File: config.mk
export PLATFORM = sky130hd
export DESIGN_NAME = fetch_stage
export DESIGN_NICKNAME = d
export VERILOG_FILES = /design/src/rtl/fetch_stage.sv
export SDC_FILE = /design/constraint.sdc
export NUM_CORES = 1
export LEC_CHECK = 0
export BUFFER_PORTS_ARGS = -buffer_cell sky130_fd_sc_hd__buf_2
export CAP_MARGIN = 20
export CORE_MARGIN = 8
export CORE_UTILIZATION = 55
export CTS_CLUSTER_SIZE = 8
export DETAILED_ROUTE_END_ITERATION = 12
export GPL_ROUTABILITY_DRIVEN = 1
export PLACE_DENSITY_LB_ADDON = 0.05
export SETUP_SLACK_MARGIN = 0.5
export SYNTH_ARGS = -nofsm -noshare
export SYNTH_HDL_FRONTEND = slang
export SYNTH_SLANG_ARGS = --single-unit
export TNS_END_PERCENT = 50
File: constraint.sdc
create_clock -name clk -period 4.7 [get_ports clk]
set_input_delay 0.235 -clock clk [delete_from_list [all_inputs] [get_ports clk]]
set_output_delay 0.235 -clock clk [all_outputs]
set_load 0.005 [all_outputs]
File: src/rtl/fetch_stage.sv
`timescale 1ns/1ps
`default_nettype none
// fetch_stage: owns the PC, issues one instruction-memory request at a time and
// fills the IF/ID register, honouring decode stalls and branch redirects.
module fetch_stage #(
  parameter logic [31:0] RESET_PC = 32'h0000_0000
) (
  input  logic        clk,
  input  logic        rst,
  output logic        imem_req,
  output logic [31:0] imem_addr,
  input  logic        imem_rvalid,
  input  logic [31:0] imem_rdata,
  input  logic        stall,
  input  logic        branch_taken,
  input  logic [31:0] branch_target,
  output logic [31:0] instruction,
  output logic [2:0]  encoding,
  output logic [31:0] pc,
  output logic        valid
);

  // encoding_type values
  localparam logic [2:0] ENC_R = 3'd0;
  localparam logic [2:0] ENC_I = 3'd1;
  localparam logic [2:0] ENC_S = 3'd2;
  localparam logic [2:0] ENC_B = 3'd3;
  localparam logic [2:0] ENC_U = 3'd4;
  localparam logic [2:0] ENC_J = 3'd5;

  typedef enum logic [1:0] {
    S_FETCH = 2'd0,
    S_WAIT  = 2'd1,
    S_HOLD  = 2'd2
  } state_t;

  state_t      state;
  logic [31:0] pc_q;
  logic [31:0] hold_word;
  logic        discard;

  logic [31:0] redirect_pc;
  logic [31:0] load_word;

  function automatic logic [2:0] decode_enc(input logic [6:0] op);
    case (op)
      7'b0110011:                         decode_enc = ENC_R;
      7'b0010011, 7'b0000011, 7'b1100111: decode_enc = ENC_I;
      7'b0100011:                         decode_enc = ENC_S;
      7'b1100011:                         decode_enc = ENC_B;
      7'b0110111, 7'b0010111:             decode_enc = ENC_U;
      7'b1101111:                         decode_enc = ENC_J;
      default:                            decode_enc = ENC_R;
    endcase
  endfunction

  assign redirect_pc = branch_target & ~32'h0000_0003;
  assign load_word   = (state == S_HOLD) ? hold_word : imem_rdata;
  assign imem_req    = (state == S_FETCH) && !rst;
  assign imem_addr   = imem_req ? pc_q : 32'h0000_0000;

  always_ff @(posedge clk) begin
    if (rst) begin
      state       <= S_FETCH;
      pc_q        <= RESET_PC;
      discard     <= 1'b0;
      hold_word   <= 32'h0000_0000;
      valid       <= 1'b0;
      instruction <= 32'h0000_0013;
      pc          <= 32'h0000_0000;
      encoding    <= ENC_I;
    end else begin
      // Unstalled decode consumes the current word; a capture below overrides.
      if (!stall)
        valid <= 1'b0;

      if (branch_taken) begin
        pc_q  <= redirect_pc;
        valid <= 1'b0;
        case (state)
          S_FETCH: begin
            discard <= 1'b1;
            state   <= S_WAIT;
          end
          S_WAIT: begin
            if (imem_rvalid) begin
              discard <= 1'b0;
              state   <= S_FETCH;
            end else begin
              discard <= 1'b1;
            end
          end
          default: state <= S_FETCH;
        endcase
      end else begin
        case (state)
          S_FETCH: state <= S_WAIT;
          S_WAIT: begin
            if (imem_rvalid) begin
              if (discard) begin
                discard <= 1'b0;
                state   <= S_FETCH;
              end else if (!stall) begin
                valid       <= 1'b1;
                instruction <= load_word;
                encoding    <= decode_enc(load_word[6:0]);
                pc          <= pc_q;
                pc_q        <= pc_q + 32'd4;
                state       <= S_FETCH;
              end else begin
                hold_word <= imem_rdata;
                state     <= S_HOLD;
              end
            end
          end
          S_HOLD: begin
            if (!stall) begin
              valid       <= 1'b1;
              instruction <= load_word;
              encoding    <= decode_enc(load_word[6:0]);
              pc          <= pc_q;
              pc_q        <= pc_q + 32'd4;
              state       <= S_FETCH;
            end
          end
          default: state <= S_FETCH;
        endcase
      end
    end
  end

endmodule
`default_nettype wire

### Word-level counts from Yosys, hierarchy flattened

Index checks and enable logic that the tools add are counted.

| cells by class | value |
|---|---|
| $add $sub $neg | 1 |
| equal/unequal tests | 15 |
| mux-type cells | 38 |
| bitwise gates (word level) | 2 |
| reduce and logical (&&, ||, !) cells | 17 |

Operators by type and width:

| cell | count |
|---|---|
| $mux 32 | 12 |
| $pmux 32 s2 | 3 |
| $add 32x3->32 const B | 1 |
| $eq 7x7->1 const B | 3 |
| $pmux 3 s5 | 1 |
| $eq 7x5->1 const B | 2 |
| $eq 7x6->1 const B | 2 |
| $mux 2 | 6 |
| $mux 3 | 3 |
| $ne 3x3->1 const B | 3 |
| $reduce_and 3->1 | 3 |
| $mux 1 | 8 |
| $reduce_bool 2->1 | 4 |
| $eq 7x2->1 const B | 1 |
| $pmux 2 s3 | 1 |
| $pmux 3 s2 | 1 |
| $reduce_and 5->1 | 1 |
| $ne 2x2->1 const B | 2 |
| $pmux 1 s2 | 2 |
| $pmux 2 s2 | 1 |
| $reduce_and 4->1 | 1 |
| $reduce_or 2->1 | 2 |
| $reduce_bool 3->1 | 1 |
| $reduce_or 3->1 | 1 |
| other kinds (7) | 8 |

| word-level totals | value |
|---|---|
| register bits | 135 |
| input port bits | 69 |
| output and inout port bits | 101 |
| word-level logic and storage cells | 82 |

### Longest topological paths before layout

| depth | value |
|---|---|
| word-level depth | 9 |
| gate-level depth with buffers | 9 |
| depth with buffers taken out | 6 |

### Worst setup path before layout

Ideal clock, no wire load.

| timing path | value |
|---|---|
| path kind | reg2reg |
| from | register state[1] |
| to | register encoding[0] |
| library setup time | 0.122 ns |
| arrival time | 2.156 ns |
| required time | 4.578 ns |
| slack | 2.421 ns |
| stages on the path, launching flop included | 10 |
| buffers on the path | 3 |
| clock period less this slack | 2.279 ns |
| cell sequence | dfxtp_1 > inv_1 > ha_1 > clkbuf_1 > nor4bb_1 > o21ai_0 > clkbuf_1 > clkbuf_1 > a21oi_1 > o31ai_1 |

| on the way | value |
|---|---|
| cells in the longest elaborated chain, start to end | 9 |
| elaborated cells between the ends (all ways) | 22 |
| classes of those cells | eq/ne (12); mux (6); reduce/logical (4) |

RTL lines:

| element | line | source |
|---|---|---|
| from (decl) | 37 | `state_t state;` |
| from (signal assigned) | 64 | `state <= S_FETCH;` |
| from (signal assigned) | 83 | `state <= S_WAIT;` |
| from (signal assigned) | 88 | `state <= S_FETCH;` |
| $eq 2x2->1 | 58, 96 |  |
| $mux 32 | 58 | `assign load_word = (state == S_HOLD) ? hold_word : imem_rdata;` |
| $eq 7x5->1 (tied with other cells) | 46 | `case (op)` |
| $reduce_or 3->1 / $reduce_or 2->1 (equally long branches) | 46 |  |
| $pmux 3 s5 | 46 |  |
| $mux 3 | 103 | `end else if (!stall) begin` |
| $mux 3 | 100 | `if (discard) begin` |
| $mux 3 | 99 | `if (imem_rvalid) begin` |
| $pmux 3 s2 | 96 | `case (state)` |
| to (signal assigned) | 106 | `encoding <= decode_enc(load_word[6:0]);` |
| to (signal assigned) | 120 | `encoding <= decode_enc(load_word[6:0]);` |
| to (decl) | 18 | `output logic [2:0] encoding,` |

Parallel ways exist; a longest one is shown, timed or not. The select of a mux whose other input is x is not followed.
A chain may end at the register's enable or synchronous reset.

### Worst setup path after layout

| timing path | value |
|---|---|
| from | register state[1] |
| to | register encoding[2] |

The elaborated chain is that of the path after synthesis.

==> flow_summary.toml <==
[run_status]
status = "completed"

[global_route]
first_global_vias = 6142
gr_usage_total_pct = 24.4
largest_net_degree_at_the_start_of_global_routing = 79
use_met1_pct = 26.2
gr-usage-met3_pct = 6.75
globalRoute.totalOverflow = 0
grt_use_met2_pct = 43.4
busiest_layer = "met2"
antenna_found_initial = 1
grt_pass1_wl_mm = 29.1

[cells_and_area]
post_route_cells_drive_above_1_share_pct = 22.3
filler_cell_count = 825
areaGrowthSynthToFinish_pct = 33.9
finalNonFillerCells = 1090
nets = 1012

[power]
p_clk_share_pct = 47.4
internal_power_mw = 2.16
power_per_cell_area_nw_per_um2 = 344
fraction_of_power_consumed_by_combinational_cells_pct = 9.9
power_frac_seq_pct = 42.7
total_leakage_power_nw = 3.22
vdd.ir_drop.worst_uv = 234
power_switching_share_pct = 22.7
power_switching_mw = 0.633

[sta]
layout_min_cycle_time_ps = 2850
worst_slew_pin_tran_ps = 1060
final-max-slew-violation-count = 0
period_utilization_post_route_pct = 60.6
timing_hold_violations_final = 0
setup-violations-final = 0
tns_ps = 0
timing.max_slew.rel_slack_pct = 29.0
unrepaired_setup_endpoints_after_global_routing = "no"
timing.fmax_mhz = 351
finalClockSkew_ps = 6.01

[floorplanning]
chipHeight_um = 121
die_area_um2 = 14600
pin_count = 170
placementRows = 38
die_width_um = 121
floorplan.initialDensity_pct = 56.1
core-area_um2 = 10800

[clock_tree]
cts_root_buffer = "sky130_fd_sc_hd__clkbuf_8"
cts_max_path_buffers = 2
number_of_buffers_added_to_fix_hold_violations_after_cts = 60
postCtsResizedCells = 0
clk_latency_ps = 520
tritoncts = "done"
number_of_buffers_created_by_cts = 17
post_cts.repair.setup_buffers = 0
worst_setup_hold_path_clk_slew_ps = 60
cts_max_level = 4
clock_net_sink_count = 131

[detailed_routing]
post_detailed_route_drc_marker_count = 0
drt_first_iter_violations = 324
avgViaCountPerCell = 5.58
detail_route.wl_per_cell_um = 16.2
vias = 6083
wl_mm = 17.7
postRouteAntennaNets = 0
dr.pass1.iters = 5

[worst_setup_path]
worst_setup_path_end_kind = "flop"
crit_fanout = 42
crit_arrival_ps = 3300
critical_path.startpoint_type = "flop"
ff_to_ff_start = "state[1]"
reg2reg_slack_ps = 1850
rr_worst_depth = 7
critical_path_class = "reg2reg"
r2r_end = "encoding[2]"
crit_path_required_time_ps = 5150

[logic_synthesis]
postSynthAreaPerCell_um2 = 8.10
part_of_the_yosys_area_used_for_sequential_elements_pct = 43.3
syn_area_um2 = 6050
yosysWarningCount = 0
post_synth_num_cell_types = 56
synth.ff_latch_count = 131
syn_inst_count = 747
async_set_or_reset_flop_fraction_in_the_synthesized_netlist_pct = 0
number_of_enable_flip_flop_cells_after_synthesis = 0
synth_top_flop_cell = "sky130_fd_sc_hd__dfxtp_1"

[worst_hold_path]
whs_endpoint = "pc_q[15]"
hold_start = "branch_target[15]"
hp-class = "in2reg"
timing.hold.worst_path_depth = 4

[placed_design]
placement.io_buffers = 163
finalWeightedCongestion = 0.774
post-dp-hpwl_mm = 11.3
number_of_cells_after_detailed_placement = 998

[run]
cap_viol_max_count = 0
## cells in the mapped netlist (all sizes together) (3+ instances only)
cell type / number / share of area (%)
a2111oi: 11 / 1.7
a211oi: 34 / 4.2
a21oi: 71 / 5.9
a311oi: 12 / 1.7
and2: 32 / 3.3
and3: 6 / 0.62
and4: 5 / 0.72
buf: 8 / 0.91
clkbuf: 55 / 3.4
dfxtp: 131 / 43
ha: 4 / 0.83
inv: 13 / 0.81
mux2i: 34 / 5.6
nand2: 154 / 9.6
nand3: 8 / 0.66
nand4: 4 / 0.66
nor2: 65 / 4.0
nor2b: 9 / 0.93
nor4: 11 / 1.1
nor4bb: 3 / 0.50
o2111ai: 3 / 0.43
o211ai: 3 / 0.37
o21ai: 14 / 1.2
o31a: 4 / 0.58
o31ai: 4 / 0.50
o41a: 3 / 0.56
or3: 8 / 0.83
or4: 6 / 0.81
xor2: 4 / 0.58
## power groups by stage
stage	sequential (mW)	combinational [mW]	clock [mW]
detailed placement	1.21	0.234	0
global route	1.20	0.304	1.39
finish	1.19	0.276	1.32
CTS	1.19	0.274	1.34
global placement	1.21	0.225	0
floorplan	1.20	0.146	0
## how the worst max path moves through the flow
stage / start / to / slack (ps) / depth (start not counted)
after floorplan: state[1] / encoding[0] / 2420 / 9
final: state[1] / encoding[2] / 1850 / 7
after CTS: state[1] / encoding[0] / 1870 / 7
after global placement: state[1] / encoding[2] / 1970 / 7
after detailed placement: state[1] / encoding[0] / 1890 / 7
after global routing: state[1] / instruction[14] / 1640 / 7
## layout make-up
type                       count  area (µm²)  area share (%)
timing repair buffer         233        1500            18.5
multi-input combinational    542        3150            38.9
clock inverter                 3        65.1           0.803
antenna                        1        2.50          0.0309
tap                          140         175            2.16
clock buffer                  26         538            6.64
sequential                   131        2620            32.4
inverter                      14        52.6           0.648
## sequential cells by signal, summed over array words and instances, names as in the netlist
signal       count
valid            1
pc_q            30
encoding         3
instruction     32
hold_word       32
pc              30
discard          1
state            2
## routing by layer
metal  part of all wire, %  vias to the layer above  wire, µm
met5                     0                        -         0
met2                    52                      188      9130
met1                    40                     2870      7040
met3                   6.3                       34      1120
met4                   2.4                        0       421
li1                      -                     2991         -
## worst max-delay path: stages (launching register included)
cell                        delay (ps)
sky130_fd_sc_hd__dfxtp_1           320
sky130_fd_sc_hd__inv_1              80
sky130_fd_sc_hd__ha_1              340
sky130_fd_sc_hd__or4bb_1           620
sky130_fd_sc_hd__a21oi_4           570
sky130_fd_sc_hd__buf_4             490
sky130_fd_sc_hd__o2111ai_1         180
sky130_fd_sc_hd__a21oi_1           160
## layout by cell type, fill, tap and decap left out, types with 3 or more instances in the layout
cell	netlist	final
sky130_fd_sc_hd__a2111oi_0	6	6
sky130_fd_sc_hd__a2111oi_1	5	5
sky130_fd_sc_hd__a211oi_1	34	34
sky130_fd_sc_hd__a21oi_1	71	70
sky130_fd_sc_hd__a311oi_1	12	12
sky130_fd_sc_hd__and2_1	32	32
sky130_fd_sc_hd__and3_1	6	6
sky130_fd_sc_hd__and4_1	5	5
sky130_fd_sc_hd__buf_2	2	162
sky130_fd_sc_hd__buf_4	4	9
sky130_fd_sc_hd__clkbuf_16	0	16
sky130_fd_sc_hd__clkbuf_8	0	10
sky130_fd_sc_hd__conb_1	1	4
sky130_fd_sc_hd__dfxtp_1	131	131
sky130_fd_sc_hd__dlygate4sd3_1	0	60
sky130_fd_sc_hd__ha_1	4	3
sky130_fd_sc_hd__inv_1	13	13
sky130_fd_sc_hd__mux2i_1	34	34
sky130_fd_sc_hd__nand2_1	154	154
sky130_fd_sc_hd__nand3_1	8	8
sky130_fd_sc_hd__nand4_1	3	3
sky130_fd_sc_hd__nor2_1	65	65
sky130_fd_sc_hd__nor2b_1	9	9
sky130_fd_sc_hd__nor4_1	11	11
sky130_fd_sc_hd__nor4bb_1	3	3
sky130_fd_sc_hd__o2111ai_1	3	3
sky130_fd_sc_hd__o211ai_1	3	3
sky130_fd_sc_hd__o21ai_0	14	13
sky130_fd_sc_hd__o31a_1	4	4
sky130_fd_sc_hd__o31ai_1	4	4
sky130_fd_sc_hd__o41a_1	3	3
sky130_fd_sc_hd__or3_1	8	8
sky130_fd_sc_hd__or4_1	5	5
sky130_fd_sc_hd__xor2_1	4	4
## cell families after synthesis
| logic type | Yosys count | synth area share (%) |
|---|---|---|
| flip-flops | 131 | 43.3 |
| multiplexers | 36 | 6.00 |
| AND/OR/NAND/NOR | 323 | 25.3 |
| adder cells (fa/ha/maj) | 4 | 0.827 |
| buffers and inverters | 77 | 5.19 |
| other | 1 | 0.0620 |
| XOR/XNOR | 5 | 0.724 |
| AO/OA/AOI/OAI | 170 | 18.6 |
## through the flow
step / area, µm² / hold WS (ps) / setup slack [ps] / power, mW / util [%]
global placement: 6880 / 438 / 1970 / 1.44 / 63.7
global route: 8110 / 58.6 / 1640 / 2.89 / 75.1
floorplan: 6060 / 351 / 2420 / 1.35 / -
CTS: 8080 / 31.4 / 1870 / 2.81 / 74.9
finish: 8110 / 62.7 / 1850 / 2.79 / 75.1
detailed placement: 6880 / 444 / 1890 / 1.45 / 63.7
(Power assumes the default switching activity.)
